<file path="src/rtl/sync_fifo_flag.sv">
// Single-clock FIFO with occupancy count, programmable almost flags,
// overflow/underflow pulses and optional first-word-fall-through read.
//
// Parameters:
//   WIDTH      data word width
//   DEPTH      number of entries (>= 2, any integer)
//   ADDR_WIDTH pointer width, at least $clog2(DEPTH)
//   AFULL_TH   almost_full when count >= AFULL_TH
//   AEMPTY_TH  almost_empty when count <= AEMPTY_TH
//   FWFT       0: registered read, 1: first-word-fall-through
//
// Ports:
//   clk, rstn          clock, async active-low reset
//   winc, wdata        write request and data
//   rinc               read request (FWFT: pop the shown word)
//   rdata, rvalid      read data and its valid
//   wfull, rempty      count == DEPTH / count == 0
//   almost_full/empty  threshold flags
//   count              occupancy 0..DEPTH
//   overflow/underflow one-cycle pulse on a rejected request
module sync_fifo_flag #(
    parameter int WIDTH      = 8,
    parameter int DEPTH      = 16,
    parameter int ADDR_WIDTH = $clog2(DEPTH),
    parameter int AFULL_TH   = DEPTH - 4,
    parameter int AEMPTY_TH  = 4,
    parameter int FWFT       = 0
) (
    input  logic                  clk,
    input  logic                  rstn,
    input  logic                  winc,
    input  logic [WIDTH-1:0]      wdata,
    input  logic                  rinc,
    output logic [WIDTH-1:0]      rdata,
    output logic                  rvalid,
    output logic                  wfull,
    output logic                  rempty,
    output logic                  almost_full,
    output logic                  almost_empty,
    output logic [ADDR_WIDTH:0]   count,
    output logic                  overflow,
    output logic                  underflow
);

    localparam int CW = ADDR_WIDTH + 1;

    localparam logic [ADDR_WIDTH:0]   CNT_FULL = CW'(DEPTH);
    localparam logic [ADDR_WIDTH:0]   CNT_AF   = CW'(AFULL_TH);
    localparam logic [ADDR_WIDTH:0]   CNT_AE   = CW'(AEMPTY_TH);
    localparam logic [ADDR_WIDTH:0]   CNT_ONE  = CW'(1);
    localparam logic [ADDR_WIDTH-1:0] PTR_LAST = ADDR_WIDTH'(DEPTH - 1);
    localparam logic [ADDR_WIDTH-1:0] PTR_ONE  = ADDR_WIDTH'(1);

    // Elaboration-time parameter legality.
    if (DEPTH < 2) begin : g_bad_depth
        $error("sync_fifo_flag: DEPTH must be >= 2");
    end
    if (ADDR_WIDTH < $clog2(DEPTH)) begin : g_bad_aw
        $error("sync_fifo_flag: ADDR_WIDTH too small for DEPTH");
    end
    if (AEMPTY_TH < 1 || AEMPTY_TH >= AFULL_TH || AFULL_TH > DEPTH)
    begin : g_bad_th
        $error("sync_fifo_flag: need 1 <= AEMPTY_TH < AFULL_TH <= DEPTH");
    end

    logic [WIDTH-1:0]      mem_q [DEPTH];
    logic [ADDR_WIDTH-1:0] wptr_q, wptr_d;
    logic [ADDR_WIDTH-1:0] rptr_q, rptr_d;
    logic [ADDR_WIDTH:0]   count_q, count_d;
    logic                  overflow_q, underflow_q;
    logic                  wr_acc, rd_acc;
    logic [WIDTH-1:0]      rd_word;

    // DEPTH need not be a power of two, so wrap by compare.
    function automatic logic [ADDR_WIDTH-1:0] ptr_inc(
        input logic [ADDR_WIDTH-1:0] p
    );
        return (p == PTR_LAST) ? '0 : p + PTR_ONE;
    endfunction

    // Flags decode the registered count only.
    assign wfull        = (count_q == CNT_FULL);
    assign rempty       = (count_q == '0);
    assign almost_full  = (count_q >= CNT_AF);
    assign almost_empty = (count_q <= CNT_AE);
    assign count        = count_q;
    assign overflow     = overflow_q;
    assign underflow    = underflow_q;

    // Acceptance uses pre-edge state: full+both pops only,
    // empty+both pushes only.
    assign wr_acc = winc && !wfull;
    assign rd_acc = rinc && !rempty;

    assign rd_word = mem_q[rptr_q];

    always_comb begin
        wptr_d  = wptr_q;
        rptr_d  = rptr_q;
        count_d = count_q;
        if (wr_acc) begin
            wptr_d = ptr_inc(wptr_q);
        end
        if (rd_acc) begin
            rptr_d = ptr_inc(rptr_q);
        end
        unique case ({wr_acc, rd_acc})
            2'b10:   count_d = count_q + CNT_ONE;
            2'b01:   count_d = count_q - CNT_ONE;
            default: count_d = count_q;
        endcase
    end

    always_ff @(posedge clk or negedge rstn) begin
        if (!rstn) begin
            wptr_q      <= '0;
            rptr_q      <= '0;
            count_q     <= '0;
            overflow_q  <= 1'b0;
            underflow_q <= 1'b0;
        end else begin
            wptr_q      <= wptr_d;
            rptr_q      <= rptr_d;
            count_q     <= count_d;
            overflow_q  <= winc && wfull;
            underflow_q <= rinc && rempty;
        end
    end

    // Storage is deliberately not reset.
    always_ff @(posedge clk) begin
        if (wr_acc) begin
            mem_q[wptr_q] <= wdata;
        end
    end

    if (FWFT != 0) begin : g_fwft
        // Head word shown directly; gated to zero while empty so
        // stale contents never appear after reset.
        assign rdata  = rempty ? '0 : rd_word;
        assign rvalid = !rempty;
    end else begin : g_std
        logic [WIDTH-1:0] rdata_q;
        logic             rvalid_q;

        always_ff @(posedge clk or negedge rstn) begin
            if (!rstn) begin
                rdata_q  <= '0;
                rvalid_q <= 1'b0;
            end else begin
                rvalid_q <= rd_acc;
                if (rd_acc) begin
                    rdata_q <= rd_word;
                end
            end
        end

        assign rdata  = rdata_q;
        assign rvalid = rvalid_q;
    end

endmodule

</file>
<file path="config.mk">
export PLATFORM = sky130hd
export DESIGN_NAME = sync_fifo_flag
export DESIGN_NICKNAME = d
export VERILOG_FILES = /design/src/rtl/sync_fifo_flag.sv
export SDC_FILE = /design/constraint.sdc
export NUM_CORES = 1
export LEC_CHECK = 0
export ABC_AREA = 1
export BUFFER_PORTS_ARGS = -buffer_cell sky130_fd_sc_hd__buf_2
export CAP_MARGIN = 20
export CELL_PAD_IN_SITES_DETAIL_PLACEMENT = 1
export CELL_PAD_IN_SITES_GLOBAL_PLACEMENT = 1
export CORE_MARGIN = 4
export CORE_UTILIZATION = 40
export DETAILED_ROUTE_END_ITERATION = 6
export HOLD_SLACK_MARGIN = 0.08
export PLACE_DENSITY = 0.67
export SKIP_LAST_GASP = 1
export SLEW_MARGIN = 20
export SYNTH_ARGS = -nofsm -noshare
export SYNTH_HDL_FRONTEND = slang
export SYNTH_SLANG_ARGS = --single-unit
</file>
<file path="constraint.sdc">
create_clock -name clk -period 2.3 [get_ports clk]
set_clock_uncertainty 0.05 [all_clocks]
set_input_delay 0.46 -clock clk [delete_from_list [all_inputs] [get_ports clk]]
set_output_delay 0.46 -clock clk [all_outputs]
set_load 0.02 [all_outputs]
</file>
# Word level (Yosys, flattened, before mapping)
# Memory sizes are Yosys's and may differ from the RTL's. A register that Yosys moved wholly into a read port is not among the register bits.
# Index checks and enable logic that the tools add are counted.
# classes
n_addsub	4
n_mul	0
div	0
n_lt_le_gt_ge	2
eq_ne	5
shifts	0
mux	5
n_bitwise	0
reduce_logical	9
# op_table
operator	n
5-bit one-hot mux with 2 select lines	1
4-bit by 1-bit adder with 4-bit output, second input constant	2
4-bit equality test, second input constant	2
4-bit two-way mux	2
5-bit by 1-bit adder with 5-bit output, second input constant	1
5-bit equality test, second input constant	1
5-bit by 4-bit >= comparator with 1-bit output, second input constant	1
5-bit by 3-bit <= comparator with 1-bit output, second input constant	1
5-bit zero test	1
5-bit by 1-bit subtractor with 5-bit output, second input constant	1
1-bit logical AND	4
1-bit zero test	3
2-bit by 1-bit equality test with 1-bit output, second input constant	1
2-bit equality test, second input constant	1
1-bit two-way mux	2
2-bit nonzero test	1
# totals
reg_bits	16
latchBits	0
mem_bits_rw	128
rom_bits	0
in_bits	12
output_inout_bits	20
wordCells	32
mem_count	1
# memory_table
memory	depth	width	rd	rd_ports_with_merged_regs	write_ports	line_no	source
mem_q	16	8	1	1	1	66	logic [WIDTH-1:0] mem_q [DEPTH];

# Logic depth before layout (Yosys ltp)
# Gate-level depths: netlist of the first run.
# depth
word_depth	5
depth_mapped	18

# Worst setup path after synthesis of the first run
# Ideal clock, no wire load.
# synth_path
path_kind	reg-to-reg
from	register count_q[2] (netlist: count[2])
to	register count_q[4] (netlist: count[4])
t_arrival_ns	2.053
required_ns	2.133
path_slack_ns	0.081
path_stages_with_launch	19
synth_period_minus_slack_ns	2.219
path_cell_list	dfrtp_1 > inv_2 > nand3_1 > nand2_1 > inv_2 > buf_4 > ha_1 > inv_1 > nand2_1 > nand2_1 > ha_1 > inv_1 > nand2_1 > nand3_1 > nand2_1 > nand2_1 > nand2_1 > nand2_1 > nand2_1
# synth_between
elab_chain_cells	5
word_cells_on_any_way	12
cone_classes	2 x add/sub; 3 x eq/ne; 1 x mux; 6 x reduce/logical
# synth_rtl
item	line_no	source
start: declaration	69	logic [ADDR_WIDTH:0] count_q, count_d;
start signal: assignment	124	count_q <= count_d;
5-bit zero test *	83	assign rempty = (count_q == '0);
1-bit zero test *	93	assign rd_acc = rinc && !rempty;
1-bit logical AND *	93	
net rd_acc	71	logic wr_acc, rd_acc;
2-bit by 1-bit equality test with 1-bit output / 2-bit equality test (equally long branches)	107	unique case ({wr_acc, rd_acc})
5-bit one-hot mux with 2 select lines / 2-bit nonzero test (equally long branches)	--	
# The timed path passes the listed nets; every way through them passes the cells marked *.
# A chain may end at the register's enable or synchronous reset.

# Worst setup path in the final report of the first run
# layout_path
from	register count_q[1] (netlist: count[1])
to	register count_q[4] (netlist: count[4])
# layout_between
elab_chain_cells	5
word_cells_on_any_way	12
cone_classes	2 x add/sub; 3 x eq/ne; 1 x mux; 6 x reduce/logical
# layout_rtl
item	line_no
5-bit equality test / 5-bit zero test (equally long branches)	82, 83
1-bit zero test, on equally long branches	92, 93
1-bit logical AND, on equally long branches	92, 93
2-bit by 1-bit equality test with 1-bit output / 2-bit equality test (equally long branches)	107
5-bit one-hot mux with 2 select lines / 2-bit nonzero test (equally long branches)	--
# Several ways; a longest one is shown, not always the timed one.

==> metrics.cfg, run 1 <==
[layout]
seq_area_um2 = 4450
diodes = 0
drive_gt1_share_pct = 14.4
area_growth_pct = 16.4
design_area_um2 = 7810
fillers = 1844
multi_input_area_um2 = 1730
nNetsFinal = 743

[floorplan]
core_area_um2 = 16500
die_area_um2 = 18900
start_util_pct = 40.6
rows = 47
die_h_um = 138
die_w_um = 138
pin_count = 32

[synthesis]
synth_area_leaders = edfxtp_1 57%, nand2_1 11%, dfrtp_1 8.9%
yosys_warnings = 0
syn_nets = 686
yosysSeqAreaShare_pct = 66.2
syn_area_um2 = 6710
synth.distinct_cells = 23
avgSynthCellArea_um2 = 10.1
synth_top_cell_area_share_pct = 57.3
synthCells = 666
yosysTopAreaCell = edfxtp_1
ys_ff_latch = 152

[global_route]
grt_pass1_wl_um = 26900
gr-total-overflow = 0
first_global_vias = 5117
grt_max_degree = 67
antenna_found_initial = 0
track_usage_pct = 19.1

[worst_setup_path]
critPathMaxFanout = 4
critPathKind = reg2reg
critPathLaunch = count[1]$_DFFE_PN0P_
critical_path_buf_inv_count = 3
path_delay_family = simple AND/OR/NAND/NOR gates
endpoint_kind = flip-flop
slowest_stage = dfrtp_1
worstRegToRegCells = 18
r2r_setup_slack_ns = 0.15
cp.arrival_ns = 2.41
crit_top_cell = nand2_1
critPathRequiredTime_ns = 2.56
path_depth = 18
slowest_delay_ns = 0.43
crit_path_start_kind = flip-flop
cp_cell_sequence = inv_2 > nand2_1 > nor2_2 > nand3_2 > nand2_2 > ha_2 > inv_1 > nand2_1 > nand2_1 > ha_1 > inv_1 > nand2_1 > nand3_2 > nand2_1 > nand2_1 > nand2_1 > nand2_1 > nand2_1
reg2reg_from = count[1]$_DFFE_PN0P_

[clock_tree]
cts_buffer_depth = 2
cts_buffers = 17
clock_latency_ns = 0.42
clk_pin_slew_ns = 0.06
cts_max_level = 4
root_buffer = clkbuf_16
cts_tree = built
clock-sinks = 152

[timing]
slew_violations = 0
hold_viol_final = 0
min_period_ns = 2.15
tightest_slew_ns = 0.667
rsz0062_at_grt = true
fmax_mhz = 464
setup-tns-final_ns = 0
post-route-period-util_pct = 93.6
relSlewSlack_pct = 55.6
setup_viol = 0
hold_slack_ns = 0.223

[route]
vias = 4709
drt_iter0_markers = 296
wl_um = 16700
first_pass_iters = 4
routed_via_density = 4.93
drc_errors = 0
wl_per_cell_um = 17.5
antenna_left = 0

[place]
port_buffers = 31
place_congestion = 0.862
dp_hpwl_um = 11100
placedInstanceArea_um2 = 7220

[hold_path]
holdPathStages = 3
hp-class = in2reg
min-delay-start = rinc

[power]
power_uw = 9520
p_leak_uw = 0.00342
power_density_nw_per_um2 = 1220
vdd_drop_max_mv = 0.777

[run_status]
outcome = completed

[run]
cap_violations = 0

[synthesized netlist by cell type]
cell type  count
o22ai_1        1
inv_1        101
nand2_2        1
buf_6          4
dfrtp_1       24
clkbuf_1       4
nand4_1        1
nand2_1      194
buf_2         11
buf_4          6
o21ai_0        2
ha_1           8
edfxtp_1     128
nand3b_1       1
a21oi_1       16
nor2_1        41
inv_2          7
xnor2_1        1
nor2_2         2
nand3_1      102
a21boi_0       1
xor2_1         4
o21ai_1        6
[layout make-up]
cell class / count / share of cell area (%)
Timing Repair Buffer: 63 / 5.62
Sequential cell: 152 / 57.0
Tap cell: 220 / 3.52
Inverter: 108 / 5.19
Multi-Input combinational cell: 381 / 22.1
Clock inverter: 4 / 0.256
Clock buffer: 28 / 6.36
[routing by layer]
layer  wire length, µm  share of wire [%]  global-route usage, %
met1              7240                 43                   24.5
met3               607                3.6                   3.58
met2              8660                 52                   32.3
met5                 0                  0                      0
met4               208                1.2                   7.15
[flip-flops by register name, summed over array words and instances (netlist names)]
name / cells
count: 5
mem_q: 128
overflow: 1
rdata: 8
rptr_q: 4
rvalid: 1
underflow: 1
wptr_q: 4
[placed cells by master, fill, tap and decap left out, types with 2 or more instances in the layout]
master,instances
o21ai_0,2
nand2_1,194
buf_4,27
xor2_1,4
o21ai_1,6
clkbuf_1,8
inv_2,8
ha_1,7
clkbuf_16,17
buf_2,31
buf_12,3
nand3_1,100
dfrtp_2,4
a21oi_1,16
dfrtp_1,20
clkbuf_8,3
nor2_1,39
nand3_2,2
edfxtp_1,128
nor2_2,3
inv_1,100
clkinv_2,4
[through the flow]
step / worst slack, ns / utilization [%] / cells
6_report: 0.146 / 47.3 / 956
5_1_grt: -0.0913 / 47.3 / 956
4_1_cts: 0.0118 / 46.9 / 952
3_5_place_dp: 0.0242 / 43.7 / 919
3_3_place_gp: 0.224 / 43.7 / 919
2_1_floorplan: 0.0806 / - / 666
[what timing repair did]
action	4_1_cts	5_1_grt
hold endpoints to repair	24	0
hold buffers	1	0
setup endpoints to repair	0	3
gates resized for setup	0	11
buffers inserted	0	4
[final timing paths]
path	end
max	count[4]$_DFFE_PN0P_
min	underflow$_DFF_PN0_
max reg2reg	count[4]$_DFFE_PN0P_
min reg2reg	rdata[4]$_DFFE_PN0P_
max in group asynchronous	rptr_q[0]$_DFFE_PN0P_
min in group asynchronous	rvalid$_DFF_PN0_
[report_power, final]
part / internal, µW / switching, µW
registers: 3410 / 292
clock network: 1460 / 1010
logic: 1100 / 2250
[worst reg2reg max path: stages, from the launching register on]
cell and delay [ns]:
dfrtp_1 0.43, inv_2 0.08, nand2_1 0.08, nor2_2 0.12, nand3_2 0.11, nand2_2 0.09, ha_2 0.19, inv_1 0.07
nand2_1 0.07, nand2_1 0.08, ha_1 0.19, inv_1 0.05, nand2_1 0.09, nand3_2 0.10, nand2_1 0.06, nand2_1 0.06
nand2_1 0.04, nand2_1 0.05, nand2_1 0.05
[logic make-up after synthesis]
group                      after synthesis  synth area share (%)
and+or+nand+nor                        342                  21.2
DFF                                    152                  66.2
buffers and inverters                  133                  8.42
AOI/OAI and AO/OA                       26                  1.99
adders and majority gates                8                  1.49
xor gates and xnor gates                 5                 0.652
No activity file was read; power rests on OpenSTA's default activity.
==> run 2: changes to the inputs <==
RECOVER_POWER = 25   (was not set)
==> metrics.cfg, run 2 (same netlist as run 1, synthesis figures left out) <==
[clock_tree]
cts_buffers = 17  ; unchanged
cts_max_level = 4  ; unchanged
clk_pin_slew_ns = 0.06  ; about the same
cts_tree = built  ; unchanged
cts_buffer_depth = 2  ; unchanged
clock-sinks = 152  ; unchanged
root_buffer = clkbuf_16  ; unchanged
clock_latency_ns = 0.42  ; about the same

[run]
cap_violations = 0  ; unchanged

[layout]
area_growth_pct = 16.3  ; was 16.4%
fillers = 1849  ; was 1844
regMostFlops = mem_q  ; unchanged
design_area_um2 = 7800  ; was 7810 µm²
drive_gt1_share_pct = 13.7  ; was 14.4%
nNetsFinal = 743  ; unchanged
seq_area_um2 = 4450  ; unchanged
largest_reg_flops = 128  ; unchanged
diodes = 0  ; unchanged
utilization_pct = 47.2  ; was 47.3%
multi_input_area_um2 = 1730  ; unchanged
layout_common_cells = 194 x nand2_1, 128 x edfxtp_1, 100 x inv_1, 100 x nand3_1, 39 x nor2_1  ; unchanged
final_common_cell = nand2_1  ; unchanged

[place]
placedInstanceArea_um2 = 7220  ; unchanged
dp_hpwl_um = 11100  ; unchanged
place_congestion = 0.862  ; unchanged
port_buffers = 31  ; unchanged

[power]
power_density_nw_per_um2 = 1220  ; about the same
vdd_drop_max_mv = 0.779  ; was 0.777 mV
p_leak_uw = 0.00341  ; was 0.00342 µW

[route]
drt_iter0_markers = 315  ; was 296
vias = 4733  ; was 4709
wl_per_cell_um = 17.6  ; was 17.5 µm
drc_errors = 0  ; unchanged
first_pass_iters = 4  ; unchanged
antenna_left = 0  ; unchanged
routed_via_density = 4.95  ; was 4.93
wl_um = 16800  ; was 16700 µm

[global_route]
antenna_found_initial = 0  ; unchanged
first_global_vias = 5117  ; unchanged
track_usage_pct = 19.1  ; unchanged
grt_max_degree = 67  ; unchanged
grt_pass1_wl_um = 26900  ; unchanged
gr-total-overflow = 0  ; unchanged

[timing]
slew_violations = 0  ; unchanged
post-route-period-util_pct = 93.7  ; was 93.6%
relSlewSlack_pct = 49.7  ; was 55.6%
hold_slack_ns = 0.221  ; was 0.223 ns
tightest_slew_ns = 0.755  ; was 0.667 ns
rsz0062_at_grt = true  ; unchanged
min_period_ns = 2.15  ; about the same
setup_viol = 0  ; unchanged
hold_viol_final = 0  ; unchanged
fmax_mhz = 464  ; about the same

[floorplan]
rows = 47  ; unchanged
pin_count = 32  ; unchanged
core_area_um2 = 16500  ; unchanged
die_h_um = 138  ; unchanged
start_util_pct = 40.6  ; unchanged
die_area_um2 = 18900  ; unchanged
die_w_um = 138  ; unchanged

[worst_setup_path]
critPathRequiredTime_ns = 2.56  ; about the same
critPathMaxFanout = 4  ; unchanged
crit_path_start_kind = flip-flop  ; unchanged
critPathKind = reg2reg  ; unchanged
slowest_delay_ns = 0.43  ; about the same
endpoint_kind = flip-flop  ; unchanged
crit_top_cell = nand2_1  ; unchanged
slowest_stage = dfrtp_1  ; unchanged
cp_cell_sequence = inv_2 > nand2_1 > nor2_2 > nand3_2 > nand2_2 > ha_2 > inv_1 > nand2_1 > nand2_1 > ha_1 > inv_1 > nand2_1 > nand3_2 > nand2_1 > nand2_1 > nand2_1 > nand2_1 > nand2_1  ; unchanged
cp.arrival_ns = 2.42  ; was 2.41 ns

[hold_path]
hp-class = in2reg  ; unchanged

[run_status]
outcome = completed  ; unchanged

run 2: cell types whose count changed in the layout (fill, tap and decap cells not counted), sizes merged:
cell	previous run	this run
clkbuf	28	33
buf	62	57
run 2: path summary, 6_finish.rpt:
check,endpoint,startpoint,slack [ns],cells after the start
setup / recovery,count[4]$_DFFE_PN0P_,count[1]$_DFFE_PN0P_,0.15,18
hold / removal,underflow$_DFF_PN0_,rinc,0.22,3
setup reg to reg,count[4]$_DFFE_PN0P_,count[1]$_DFFE_PN0P_,0.15,18
hold reg to reg,rdata[6]$_DFFE_PN0P_,rdata[6]$_DFFE_PN0P_,0.50,2
max in group asynchronous,rptr_q[0]$_DFFE_PN0P_,rstn,1.17,2
min in group asynchronous,rvalid$_DFF_PN0_,rstn,0.55,2
run 2: worst max-delay path, delay by kind of cell, from the launching register on:
kind | cells | cell delay (ns)
adder cells (fa/ha/maj) | 2 | 0.37
buffers and inverters | 3 | 0.20
flip-flops | 1 | 0.43
AND/OR/NAND/NOR | 13 | 1.00
run 2: layer usage:
| layer | share of wire [%] | global-route usage (%) |
|---|---|---|
| met1 | 44 | 24.5 |
| met3 | 3.1 | 3.58 |
| met5 | 0 | 0 |
| met2 | 51 | 32.3 |
| met4 | 1.4 | 7.15 |
run 2: layout make-up:
type | count | area share (%)
sequential | 152 | 57.0
multi-input combinational | 381 | 22.1
clock buffer | 28 | 6.36
timing repair buffer | 63 | 5.55
inverter | 108 | 5.19
tap | 220 | 3.53
clock inverter | 4 | 0.256
run 2: power by group:
part / total (µW) / leakage (µW) / internal, µW / switching (µW)
Combinational: 3360 / 0.00171 / 1100 / 2260
Clock: 2470 / 0.000256 / 1460 / 1010
Sequential: 3700 / 0.00144 / 3410 / 290
run 2: repair_timing:
action | in CTS | in global routing
hold buffers | 1 | 0
endpoints found under the setup margin | 0 | 3
endpoints found under the hold margin | 24 | 0
buffers inserted | 0 | 4
resized for setup | 0 | 11
run 2: through the flow:
stage | power [µW] | instances | worst slack, ns | setup TNS [ns]
3_3_place_gp | 6910 | 919 | 0.224 | 0
6_report | 9530 | 956 | 0.145 | 0
2_1_floorplan | 5930 | 666 | 0.0806 | 0
4_1_cts | 9560 | 952 | 0.0118 | 0
5_1_grt | 10200 | 956 | -0.0913 | -0.0913
3_5_place_dp | 7070 | 919 | 0.0242 | 0
==> run 3: changes to the inputs <==
CORE_UTILIZATION = 45   (was 40)
PLACE_DENSITY = 0.74   (was 0.67)
==> metrics.cfg, run 3 (same netlist as run 1, synthesis figures left out) <==
[power]
vdd_drop_max_mv = 0.727  ; was 0.779 mV
power_density_nw_per_um2 = 1280  ; was 1220 nW/µm²
p_leak_uw = 0.00343  ; was 0.00341 µW

[worst_setup_path]
cp.arrival_ns = 2.43  ; was 2.42 ns
reg2reg_from = count[1]$_DFFE_PN0P_  ; unchanged
endpoint_kind = flip-flop  ; unchanged
rr_endpoint = count[4]$_DFFE_PN0P_  ; unchanged
r2r_setup_slack_ns = 0.13  ; was 0.15 ns
critPathRequiredTime_ns = 2.56  ; about the same
critPathKind = reg2reg  ; unchanged
critPathMaxFanout = 5  ; was 4
worstRegToRegCells = 18  ; unchanged
crit_path_start_kind = flip-flop  ; unchanged

[global_route]
gr-total-overflow = 0  ; unchanged
first_global_vias = 5276  ; was 5117
track_usage_pct = 22.1  ; was 19.1%
grt_max_degree = 67  ; unchanged
antenna_found_initial = 0  ; unchanged
grt_pass1_wl_um = 28000  ; was 26900 µm

[layout]
design_area_um2 = 7840  ; was 7800 µm²
nNetsFinal = 743  ; unchanged
layout_common_cells = 193 x nand2_1, 128 x edfxtp_1, 100 x inv_1  ; was 194 x nand2_1, 128 x edfxtp_1, 100 x inv_1, 100 x nand3_1, 39 x nor2_1
drive_gt1_share_pct = 14.1  ; was 13.7%
largest_reg_flops = 128  ; unchanged
area_growth_pct = 16.8  ; was 16.3%
regMostFlops = mem_q  ; unchanged
diodes = 0  ; unchanged
final_common_cell = nand2_1  ; unchanged
fillers = 1613  ; was 1849
fin_cells = 920  ; was 956

[timing]
setup_viol = 0  ; unchanged
slew_violations = 0  ; unchanged
post-route-period-util_pct = 94.5  ; was 93.7%
min_period_ns = 2.17  ; was 2.15 ns
worst_slack_ns = 0.127  ; was 0.145 ns
fmax_mhz = 460  ; was 464 MHz
relSlewSlack_pct = 49.3  ; was 49.7%
tightest_slew_ns = 0.761  ; was 0.755 ns
hold_viol_final = 0  ; unchanged

[route]
routed_via_density = 5.18  ; was 4.95
drc_errors = 0  ; unchanged
wl_per_cell_um = 18.9  ; was 17.6 µm
drt_iter0_markers = 383  ; was 315
first_pass_iters = 4  ; unchanged
antenna_left = 0  ; unchanged
wl_um = 17400  ; was 16800 µm
vias = 4767  ; was 4733

[place]
port_buffers = 31  ; unchanged
placed_cells = 883  ; was 919
pre_cts_ws_ns = -0.0737  ; was 0.0242 ns
place_congestion = 0.860  ; was 0.862
dp_hpwl_um = 11000  ; was 11100 µm
placedInstanceArea_um2 = 7150  ; was 7220 µm²

[clock_tree]
cts_tree = built  ; unchanged
cts_max_level = 4  ; unchanged
clock-sinks = 152  ; unchanged
cts_buffers = 17  ; unchanged
clock_latency_ns = 0.42  ; about the same
clk_pin_slew_ns = 0.06  ; about the same
root_buffer = clkbuf_16  ; unchanged
cts_buffer_depth = 2  ; unchanged

[hold_path]
min-delay-start = winc  ; was rinc
holdPathStages = 3  ; unchanged
hp-class = in2reg  ; unchanged
hold-path-endpoint = overflow$_DFF_PN0_  ; was underflow$_DFF_PN0_

[floorplan]
die_w_um = 130  ; was 138 µm
core_area_um2 = 14600  ; was 16500 µm²
start_util_pct = 46.0  ; was 40.6%
pin_count = 32  ; unchanged
rows = 44  ; was 47
die_area_um2 = 16900  ; was 18900 µm²
die_h_um = 130  ; was 138 µm

[run]
cap_violations = 0  ; unchanged

[run_status]
outcome = completed  ; unchanged

## run 3: changes by cell type in the layout (fill, tap and decap cells not counted), sizes merged
cell      before  now
bufinv         0    4
clkinv         4    3
buf           57   56
clkbuf        33   29
clkinvlp       0    2
## run 3: timing repair
item / 4_1_cts / 5_1_grt
pin swaps: 0 / 2
endpoints found under the setup margin: 1 / 3
endpoints found under the hold margin: 24 / 0
buffers inserted: 0 / 4
hold buffers: 1 / 0
gates resized for setup: 2 / 10
## run 3: final cells by class
type	count	area (µm²)	area share (%)
clock inverter	9	149	1.90
clock buffer	23	468	5.97
tap	184	230	2.94
sequential	152	4450	56.7
multi-input combinational	381	1730	22.1
timing repair buffer	63	407	5.19
inverter	108	405	5.17
## run 3: routing by layer
metal	vias to the layer above	GRT usage, %	share of wire (%)
met5	-	0	0
met4	0	6.54	1.1
met3	14	4.42	3.4
met2	84	40.0	54
met1	2401	26.7	41
li1	2268	-	-
## run 3: per-stage QoR
stage | hold slack [ns] | power (µW) | utilization, % | TNS (ns)
after global placement | 0.458 | 6850 | 49.0 | 0
after CTS | 0.193 | 10000 | 53.4 | 0
after global routing | 0.231 | 10600 | 53.8 | -0.0410
after floorplan | 0.114 | 5930 | - | 0
after detailed placement | 0.477 | 7030 | 49.0 | -0.0737
final | 0.222 | 10000 | 53.8 | 0
## run 3: how the worst max path moves through the flow
stage                         start  cells past startpoint                   end  slack, ns
2_1_floorplan  count[2]$_DFFE_PN0P_                     18  count[4]$_DFFE_PN0P_       0.08
3_3_place_gp   count[1]$_DFFE_PN0P_                     18  count[4]$_DFFE_PN0P_       0.12
3_5_place_dp   count[1]$_DFFE_PN0P_                     18  count[4]$_DFFE_PN0P_      -0.07
4_1_cts        count[1]$_DFFE_PN0P_                     18  count[4]$_DFFE_PN0P_       0.02
5_1_grt        count[1]$_DFFE_PN0P_                     18  count[4]$_DFFE_PN0P_      -0.03
6_report       count[1]$_DFFE_PN0P_                     18  count[4]$_DFFE_PN0P_       0.13
## run 3: worst max-delay path, stage by stage, from the launching register on
cell,delay (ns)
dfrtp_2,0.44
inv_2,0.08
nand2_1,0.07
nor2_1,0.15
nand3_2,0.11
nand2_2,0.12
ha_4,0.17
inv_1,0.07
nand2_1,0.07
nand2_1,0.08
ha_1,0.19
inv_1,0.06
nand2_2,0.07
nand3_2,0.08
nand2_1,0.05
nand2_1,0.06
nand2_1,0.04
nand2_1,0.05
nand2_1,0.05
## run 3: power breakdown
group	leakage [µW]	internal [µW]	total, µW	switching [µW]
Sequential	0.00144	3410	3720	309
Clock	0.000295	1870	2930	1060
Combinational	0.00170	1060	3360	2310
Total	0.00343	6330	10000	3680
